<file path="src/rtl/conv_seq_pkg.sv">
// Shared types and constants for the convolution-engine sequencer.
package conv_seq_pkg;

    typedef enum logic [2:0] {
        ST_IDLE  = 3'd0,
        ST_LOADW = 3'd1,
        ST_RUN   = 3'd2,
        ST_DRAIN = 3'd3,
        ST_FIN   = 3'd4
    } state_t;

    localparam int NW_L0       = 9;
    localparam int NW_L1       = 90;
    localparam int N_PIX_DEF   = 784;
    localparam int TIMEOUT_DEF = 4096;

endpackage

</file>
<file path="src/rtl/conv_seq_if.sv">
// Command, weight/pixel stream, engine and status signals of the sequencer.
interface conv_seq_if;
    logic        cmd_valid;
    logic        cmd_ready;
    logic        cmd_layer;
    logic        abort;
    logic        wbit_valid;
    logic        wbit_ready;
    logic        wbit;
    logic        pix_valid;
    logic        pix_ready;
    logic        pix;
    logic        conv_start;
    logic        conv_state;
    logic        conv_din;
    logic        conv_weight_en;
    logic        conv_weight;
    logic        conv_ovalid;
    logic        conv_done;
    logic [15:0] out_cnt;
    logic        busy;
    logic        irq;
    logic        err_underrun;
    logic        err_timeout;

    // master: buffers/engine/host side; slave: the sequencer itself
    modport master (
        output cmd_valid, cmd_layer, abort, wbit_valid, wbit, pix_valid, pix,
               conv_ovalid, conv_done,
        input  cmd_ready, wbit_ready, pix_ready, conv_start, conv_state, conv_din,
               conv_weight_en, conv_weight, out_cnt, busy, irq, err_underrun, err_timeout
    );

    modport slave (
        input  cmd_valid, cmd_layer, abort, wbit_valid, wbit, pix_valid, pix,
               conv_ovalid, conv_done,
        output cmd_ready, wbit_ready, pix_ready, conv_start, conv_state, conv_din,
               conv_weight_en, conv_weight, out_cnt, busy, irq, err_underrun, err_timeout
    );
endinterface

</file>
<file path="src/rtl/conv_seq.sv">
// Sequences one layer: weight load, gap-free pixel run, drain, completion irq.
// Latency: cmd accept -> wbit_ready next cycle; last weight -> RUN next cycle; done -> irq next cycle.
// Backpressure: weights may stall via wbit_valid; the pixel stream cannot stall (missing pixels flag underrun).
module conv_seq
    import conv_seq_pkg::*;
#(
    parameter int N_PIX   = conv_seq_pkg::N_PIX_DEF,
    parameter int NW_L0   = conv_seq_pkg::NW_L0,
    parameter int NW_L1   = conv_seq_pkg::NW_L1,
    parameter int TIMEOUT = conv_seq_pkg::TIMEOUT_DEF
) (
    input  logic       clk,
    input  logic       rstn,
    conv_seq_if.slave  bus
);

    localparam int PW = $clog2(N_PIX + 1);

    state_t        state;
    logic [6:0]    wcnt;
    logic [PW-1:0] pcnt;
    logic [15:0]   tcnt;
    logic          conv_start_q;
    logic          conv_state_q;
    logic          busy_q;
    logic          irq_q;
    logic [15:0]   out_cnt_q;
    logic          err_underrun_q;
    logic          err_timeout_q;
    logic [6:0]    wlast;

    assign wlast = conv_state_q ? 7'(NW_L1 - 1) : 7'(NW_L0 - 1);

    always_ff @(posedge clk or negedge rstn) begin
        if (!rstn) begin
            state          <= ST_IDLE;
            wcnt           <= '0;
            pcnt           <= '0;
            tcnt           <= '0;
            conv_start_q   <= 1'b0;
            conv_state_q   <= 1'b0;
            busy_q         <= 1'b0;
            irq_q          <= 1'b0;
            out_cnt_q      <= '0;
            err_underrun_q <= 1'b0;
            err_timeout_q  <= 1'b0;
        end else begin
            irq_q <= 1'b0;
            // Abort beats every other transition, including a same-cycle done
            if (state != ST_IDLE && bus.abort) begin
                state        <= ST_IDLE;
                conv_start_q <= 1'b0;
                busy_q       <= 1'b0;
            end else begin
                case (state)
                    ST_IDLE: begin
                        if (bus.cmd_valid) begin
                            state          <= ST_LOADW;
                            conv_state_q   <= bus.cmd_layer;
                            busy_q         <= 1'b1;
                            wcnt           <= '0;
                            pcnt           <= '0;
                            tcnt           <= '0;
                            out_cnt_q      <= '0;
                            err_underrun_q <= 1'b0;
                            err_timeout_q  <= 1'b0;
                        end
                    end
                    ST_LOADW: begin
                        if (bus.wbit_valid) begin
                            wcnt <= wcnt + 7'd1;
                            if (wcnt == wlast) begin
                                state        <= ST_RUN;
                                conv_start_q <= 1'b1;
                            end
                        end
                    end
                    ST_RUN: begin
                        pcnt <= pcnt + 1'b1;
                        if (!bus.pix_valid)
                            err_underrun_q <= 1'b1;
                        if (pcnt == PW'(N_PIX - 1))
                            state <= ST_DRAIN;
                    end
                    ST_DRAIN: begin
                        tcnt <= tcnt + 16'd1;
                        if (bus.conv_done) begin
                            state        <= ST_FIN;
                            conv_start_q <= 1'b0;
                            irq_q        <= 1'b1;
                        end else if (tcnt == 16'(TIMEOUT - 1)) begin
                            state         <= ST_FIN;
                            conv_start_q  <= 1'b0;
                            irq_q         <= 1'b1;
                            err_timeout_q <= 1'b1;
                        end
                    end
                    ST_FIN: begin
                        state  <= ST_IDLE;
                        busy_q <= 1'b0;
                    end
                    default: begin
                        state        <= ST_IDLE;
                        conv_start_q <= 1'b0;
                        busy_q       <= 1'b0;
                    end
                endcase
            end
            if ((state == ST_RUN || state == ST_DRAIN) && bus.conv_ovalid && out_cnt_q != 16'hFFFF)
                out_cnt_q <= out_cnt_q + 16'd1;
        end
    end

    // Ready signals decode state only, so the sources never see a valid->ready loop
    assign bus.cmd_ready      = (state == ST_IDLE);
    assign bus.wbit_ready     = (state == ST_LOADW);
    assign bus.pix_ready      = (state == ST_RUN);
    assign bus.conv_weight_en = (state == ST_LOADW) & bus.wbit_valid;
    assign bus.conv_weight    = (state == ST_LOADW) & bus.wbit;
    assign bus.conv_din       = (state == ST_RUN) & bus.pix_valid & bus.pix;

    assign bus.conv_start   = conv_start_q;
    assign bus.conv_state   = conv_state_q;
    assign bus.busy         = busy_q;
    assign bus.irq          = irq_q;
    assign bus.out_cnt      = out_cnt_q;
    assign bus.err_underrun = err_underrun_q;
    assign bus.err_timeout  = err_timeout_q;

endmodule

</file>
<file path="src/flat_wrapper.sv">
// flat-port wrapper written by rule: the top's interface ports become plain ports
module conv_seq_flat import conv_seq_pkg::*;
#(
    parameter int N_PIX   = conv_seq_pkg::N_PIX_DEF,
    parameter int NW_L0   = conv_seq_pkg::NW_L0,
    parameter int NW_L1   = conv_seq_pkg::NW_L1,
    parameter int TIMEOUT = conv_seq_pkg::TIMEOUT_DEF
)
  (clk, rstn, bus_cmd_valid, bus_cmd_layer, bus_abort, bus_wbit_valid, bus_wbit, bus_pix_valid, bus_pix, bus_conv_ovalid, bus_conv_done, bus_cmd_ready, bus_wbit_ready, bus_pix_ready, bus_conv_start, bus_conv_state, bus_conv_din, bus_conv_weight_en, bus_conv_weight, bus_out_cnt, bus_busy, bus_irq, bus_err_underrun, bus_err_timeout);
  conv_seq_if bus_i ();
  input  logic clk;
  input  logic rstn;
  input wire logic [$bits(bus_i.cmd_valid)-1:0] bus_cmd_valid;
  input wire logic [$bits(bus_i.cmd_layer)-1:0] bus_cmd_layer;
  input wire logic [$bits(bus_i.abort)-1:0] bus_abort;
  input wire logic [$bits(bus_i.wbit_valid)-1:0] bus_wbit_valid;
  input wire logic [$bits(bus_i.wbit)-1:0] bus_wbit;
  input wire logic [$bits(bus_i.pix_valid)-1:0] bus_pix_valid;
  input wire logic [$bits(bus_i.pix)-1:0] bus_pix;
  input wire logic [$bits(bus_i.conv_ovalid)-1:0] bus_conv_ovalid;
  input wire logic [$bits(bus_i.conv_done)-1:0] bus_conv_done;
  output wire logic [$bits(bus_i.cmd_ready)-1:0] bus_cmd_ready;
  output wire logic [$bits(bus_i.wbit_ready)-1:0] bus_wbit_ready;
  output wire logic [$bits(bus_i.pix_ready)-1:0] bus_pix_ready;
  output wire logic [$bits(bus_i.conv_start)-1:0] bus_conv_start;
  output wire logic [$bits(bus_i.conv_state)-1:0] bus_conv_state;
  output wire logic [$bits(bus_i.conv_din)-1:0] bus_conv_din;
  output wire logic [$bits(bus_i.conv_weight_en)-1:0] bus_conv_weight_en;
  output wire logic [$bits(bus_i.conv_weight)-1:0] bus_conv_weight;
  output wire logic [$bits(bus_i.out_cnt)-1:0] bus_out_cnt;
  output wire logic [$bits(bus_i.busy)-1:0] bus_busy;
  output wire logic [$bits(bus_i.irq)-1:0] bus_irq;
  output wire logic [$bits(bus_i.err_underrun)-1:0] bus_err_underrun;
  output wire logic [$bits(bus_i.err_timeout)-1:0] bus_err_timeout;
  assign bus_i.cmd_valid = bus_cmd_valid;
  assign bus_i.cmd_layer = bus_cmd_layer;
  assign bus_i.abort = bus_abort;
  assign bus_i.wbit_valid = bus_wbit_valid;
  assign bus_i.wbit = bus_wbit;
  assign bus_i.pix_valid = bus_pix_valid;
  assign bus_i.pix = bus_pix;
  assign bus_i.conv_ovalid = bus_conv_ovalid;
  assign bus_i.conv_done = bus_conv_done;
  assign bus_cmd_ready = bus_i.cmd_ready;
  assign bus_wbit_ready = bus_i.wbit_ready;
  assign bus_pix_ready = bus_i.pix_ready;
  assign bus_conv_start = bus_i.conv_start;
  assign bus_conv_state = bus_i.conv_state;
  assign bus_conv_din = bus_i.conv_din;
  assign bus_conv_weight_en = bus_i.conv_weight_en;
  assign bus_conv_weight = bus_i.conv_weight;
  assign bus_out_cnt = bus_i.out_cnt;
  assign bus_busy = bus_i.busy;
  assign bus_irq = bus_i.irq;
  assign bus_err_underrun = bus_i.err_underrun;
  assign bus_err_timeout = bus_i.err_timeout;
  conv_seq #(.N_PIX(N_PIX), .NW_L0(NW_L0), .NW_L1(NW_L1), .TIMEOUT(TIMEOUT)) u_core (.clk(clk), .rstn(rstn), .bus(bus_i));
endmodule
</file>
<file path="config.mk">
export PLATFORM = sky130hd
export DESIGN_NAME = conv_seq_flat
export DESIGN_NICKNAME = d
export VERILOG_FILES = /design/src/rtl/conv_seq_pkg.sv /design/src/rtl/conv_seq_if.sv /design/src/rtl/conv_seq.sv /design/src/flat_wrapper.sv
export SDC_FILE = /design/constraint.sdc
export NUM_CORES = 1
export LEC_CHECK = 0
export CORE_MARGIN = 8
export CORE_UTILIZATION = 40
export DETAILED_ROUTE_END_ITERATION = 6
export HOLD_SLACK_MARGIN = 0.05
export PLACE_DENSITY = 0.64
export SYNTH_ARGS = -nofsm -noshare
export SYNTH_HDL_FRONTEND = slang
export SYNTH_SLANG_ARGS = --single-unit
</file>
<file path="constraint.sdc">
create_clock -name clk -period 2.3 [get_ports clk]
set_input_delay 0.345 -clock clk [delete_from_list [all_inputs] [get_ports clk]]
set_output_delay 0.345 -clock clk [all_outputs]
set_load 0.005 [all_outputs]
</file>
=== Yosys cells after proc, flatten, opt, wreduce, memory -nomap -nowiden ===
Index checks and enable logic that the tools add are counted.

* Register bits after elaboration: 58
* Input bits: 11
* Output and inout port bits: 28
* Word-level logic and storage cells: 102

* Add/subtract/negate cells: 4
* Eq/ne operators: 21
* Muxes and demuxes: 38
* Bitwise operators: 5
* Reductions and logical operators: 23

{| class="wikitable"
|+ Operators with widths
! kind !! number
|-
| 16-bit two-way mux || 4
|-
| 16-bit by 1-bit adder with 16-bit output, second input constant || 2
|-
| 16-bit case mux with 2 select lines || 1
|-
| 3-bit two-way mux || 7
|-
| 7-bit two-way mux || 3
|-
| 10-bit case mux with 2 select lines || 1
|-
| 16-bit by 12-bit equality test with 1-bit output, second input constant || 1
|-
| 16-bit inequality test, second input constant || 1
|-
| 1-bit two-way mux || 15
|-
| 7-bit case mux with 2 select lines || 1
|-
| 3-bit case mux with 4 select lines || 1
|-
| 3-bit AND reduction || 4
|-
| 4-bit AND reduction || 3
|-
| 10-bit by 1-bit adder with 10-bit output, second input constant || 1
|-
| 10-bit equality test, second input constant || 1
|-
| 10-bit two-way mux || 1
|-
| 2-bit inequality test, second input constant || 5
|-
| 5-bit AND reduction || 2
|-
| 2-bit nonzero test || 5
|-
| 7-bit by 1-bit adder with 7-bit output, second input constant || 1
|-
| 7-bit equality test || 1
|-
| 3-bit by 2-bit equality test with 1-bit output, second input constant || 2
|-
| 2-bit by 1-bit inequality test with 1-bit output, second input constant || 3
|-
| 3-bit by 1-bit inequality test with 1-bit output, second input constant || 2
|-
| other kinds (14) || 23
|}

=== Longest topological paths before layout ===
* Depth in word-level cells: 6
* Depth in mapped cells: 8
* Depth with buffers taken out: 6

=== Worst setup path before layout ===
No wires, ideal clock.

* Path kind: reg2reg
* From: register u_core.state[2]
* To: register u_core.out_cnt_q[14], in the netlist u_core.bus.out_cnt[14]
* Setup time: 0.132 ns
* Arrival time: 1.678 ns
* Data required time: 2.168 ns
* Path slack: 0.490 ns
* Cell stages (with the launch flop): 7
* Buffers on the path: 2
* Period minus slack after synthesis: 1.810 ns
* Cell sequence: dfrtp_1 buf_2 or4b_1 o21a_1 buf_4 o21ai_0 o31ai_1

* Word-level cells in the longest chain between the ends: 6
* Elaborated cells on any way between the ends: 13
* Those cells by class: eq/ne: 3; mux: 1; reduce/logical: 9

{| class="wikitable"
|+ RTL lines
! element !! line !! RTL
|-
| start, declared || conv_seq.sv:19 || <nowiki>state_t state;</nowiki>
|-
| start signal, assigned || conv_seq.sv:36 || <nowiki>state <= ST_IDLE;</nowiki>
|-
| start signal, assigned || conv_seq.sv:51 || <nowiki>state <= ST_IDLE;</nowiki>
|-
| start signal, assigned || conv_seq.sv:58 || <nowiki>state <= ST_LOADW;</nowiki>
|-
| 3-bit by 2-bit equality test with 1-bit output || conv_seq.sv:109 || <nowiki>if ((state == ST_RUN || state == ST_DRAIN) && bus.conv_ovalid && out_cnt_q != 16'hFFFF)</nowiki>
|-
| 1-bit logical OR || conv_seq.sv:109 ||
|-
| 1-bit logical AND (2 in series) || conv_seq.sv:109 ||
|-
| 2-bit inequality test (no line) or 2-bit nonzero test (tied branches) || - ||
|-
| 3-bit AND reduction (no line) || - ||
|-
| end signal, assigned || conv_seq.sv:110 || <nowiki>out_cnt_q <= out_cnt_q + 16'd1;</nowiki>
|-
| end, declared || conv_seq.sv:27 || <nowiki>logic [15:0] out_cnt_q;</nowiki>
|}

Parallel ways exist; a longest one is shown, timed or not.
A chain may end at the register's enable or synchronous reset.

=== Worst setup path in the final report ===
* From: register u_core.state[0]
* To: output bus_conv_weight

* Word-level cells in the longest chain between the ends: 2

{| class="wikitable"
|+ RTL lines
! element !! line !! RTL
|-
| 3-bit by 1-bit equality test with 1-bit output || conv_seq.sv:119 || <nowiki>assign bus.conv_weight = (state == ST_LOADW) & bus.wbit;</nowiki>
|-
| 1-bit bitwise AND || conv_seq.sv:119 ||
|-
| end, declared || flat_wrapper.sv:29 || <nowiki>output wire logic [$bits(bus_i.conv_weight)-1:0] bus_conv_weight;</nowiki>
|}

No other way between the ends.

==> results.tsv <==
metric	value	unit
Post-synth EDFFs	0	
synthesized area	0.00322	mm2
count of final setup violators	0	
Worst setup SP type	flop	
register area share after synthesis	45.0	%
antenna violations before repair	0	
final hold vios	0	
final worst path period share	94.4	%
Worst Path Max Fanout	16	
Leak Pwr	1.71	nW
port bufs	38	
H-tree depth	3	
headroom to the max-slew limit	67.7	%
layout cells sized above 1	13.4	%
Worst-path clk slew	0.07	ns
Syn-to-layout area delta	25.1	%
Clock Skews	0.00912	ns
status	completed	
largest net degree at the start of global routing	59	
shortest period the worst path allows	2.17	ns
final setup margin	0.129	ns
HPWL Detailed	5.16	mm
wire per inst	14.9	um
pwr dens	849	mW/mm2
CP Data Arrival Time	1.83	ns
num rows	32	
final WL	7.50	mm
commonest cells after routing, fill and taps aside	55 x dfrtp_1, 46 x nor2_1, 37 x clkdlybuf4s50_1	
CTS sink count	58	
Worst setup EP type	output port	
Tightest Pin Transition	0.483	ns
Avg Cell Area, Syn	9.37	um2
DIE AREA	0.0112	mm2
Initial Util	41.5	%
FILL cells	712	
# IOs	39	
setup slack at placement	-0.0156	ns
Placed Instance Area	0.00376	mm2
Netlist cell types	55	
most common cell after layout, fill and taps aside	dfrtp_1	
first-pass GRT wire length	12.6	mm
fin area	0.00403	mm2
ys async rst share	100	%
RSZ-0062 raised after global routing	false	
Max-Cap Viols	0	
crit path kind	flop to output port	
gr usage total	13.8	%
clock root cell	clkbuf_8	
core area	0.00777	mm2
critical path required time	1.96	ns
gr ovfl total	0	
drt via density	5.47	
Syn Nets	359	
utilization after layout	51.9	%
antenna fix cells	0	
latest clock arrival within the worst-skew pair	0.34	ns
clock buffer depth	2	
Initial DRC Count	184	
Pins Over Slew Limit	0	
Achievable Freq	461	MHz
Via Count	2756	
Hold Path Class	flop to flop	
GPL Wtd Cong	0.871	
die height	106	um
DRC Markers	0	
Final ANT Viol Nets	0	
Num CTS Buffers	9	
Yosys Warn Count	0	
NumNets Final	412	
Synth Instances	344	
first-pass detailed-route iteration total	4	
die width	106	um
final hold slack	0.492	ns
CTS tree	done	
vias in the first global route	2674	
Synth Flop Type	dfrtp_1	
Worst VDD drop	0.000616	V
register bit count reported by yosys	58	
area by class of cell:
type / instances / area (um2) / share of cell area, %
Clock buffer: 11 / 141 / 3.51
Clock inverter: 5 / 77.6 / 1.92
Inverter: 9 / 33.8 / 0.838
Multi-Input combinational cell: 264 / 1670 / 41.5
Sequential cell: 58 / 1460 / 36.2
Tap cell: 102 / 128 / 3.17
Timing Repair Buffer: 55 / 518 / 12.9
path summary, 6_finish.rpt:
path / from / endpoint / slack (ns) / depth (start not counted)
hold reg to reg: u_core.bus.busy$_DFFE_PN0P_ / u_core.bus.busy$_DFFE_PN0P_ / 0.49 / 1
setup / recovery: u_core.state[0]$_DFFE_PN0P_ / bus_conv_weight / 0.13 / 4
min in group asynchronous: rstn / u_core.bus.out_cnt[14]$_DFFE_PN0P_ / 0.55 / 3
setup reg to reg: u_core.bus.out_cnt[1]$_DFFE_PN0P_ / u_core.bus.out_cnt[7]$_DFFE_PN0P_ / 0.23 / 6
max in group asynchronous: rstn / u_core.state[0]$_DFFE_PN0P_ / 1.47 / 3
hold / removal: u_core.bus.busy$_DFFE_PN0P_ / u_core.bus.busy$_DFFE_PN0P_ / 0.49 / 1
timing repair:
item	4_1_cts	5_1_grt
hold buffers	1	0
endpoints found under the hold margin	58	0
setup buffers	0	2
setup endpoints to repair	4	3
resized for setup	3	4
where the power goes:
group | leakage (nW) | switching (mW) | internal (mW)
combinational | 0.809 | 0.536 | 0.505
sequential | 0.795 | 0.192 | 1.13
clock | 0.109 | 0.419 | 0.636
critical path: stages (launching register included):
cell             delay, ns
dfrtp_4               0.56
nand2b_1              0.10
nor2_1                0.16
and2_1                0.15
clkdlybuf4s50_1       0.51
logic make-up after synthesis:
family / count (synthesis) / share of synthesized area, %
flip-flops: 58 / 45.0
buffers and inverters: 22 / 3.49
AND/OR/NAND/NOR: 169 / 29.0
adder cells (fa/ha/maj): 4 / 1.55
XOR/XNOR: 23 / 6.25
multiplexers: 4 / 1.28
AO/OA/AOI/OAI: 64 / 13.4
metal layers:
layer,wire [um],GRT usage (%)
met1,3650,17.4
met2,3210,20.8
met3,494,4.38
met4,139,6.63
met5,0,0
metrics by stage:
step / TNS, ns / instances / total power, mW
finish: 0 / 504 / 3.42
global route: 0 / 504 / 3.62
CTS: 0 / 502 / 3.40
detailed placement: -0.0156 / 485 / 2.33
global placement: 0 / 485 / 2.31
floorplan: 0 / 344 / 1.93
state kept, by name, summed over array words and instances (netlist names):
signal / count
u_core.bus.err_timeout: 1
u_core.bus.conv_start: 1
u_core.bus.err_underrun: 1
u_core.bus.out_cnt: 16
u_core.bus.conv_state: 1
u_core.pcnt: 10
u_core.bus.irq: 1
u_core.bus.busy: 1
u_core.state: 3
u_core.tcnt: 16
u_core.wcnt: 7
cells in the mapped netlist (4+ instances only):
cell type	n	area [um2]
a21oi_1	16	80.1
and3_1	9	56.3
clkbuf_1	6	22.5
dfrtp_1	58	1450
ha_1	4	50.1
inv_1	9	33.8
nand2_1	33	124
nand3_1	19	95.1
nand4_1	11	68.8
nor2_1	46	173
nor3_1	14	70.1
nor4_1	5	31.3
o21ai_0	24	120
o31ai_1	4	30.0
or3_1	6	37.5
xnor2_1	10	87.6
xor2_1	13	114
Power figures use the tool's default switching activity.
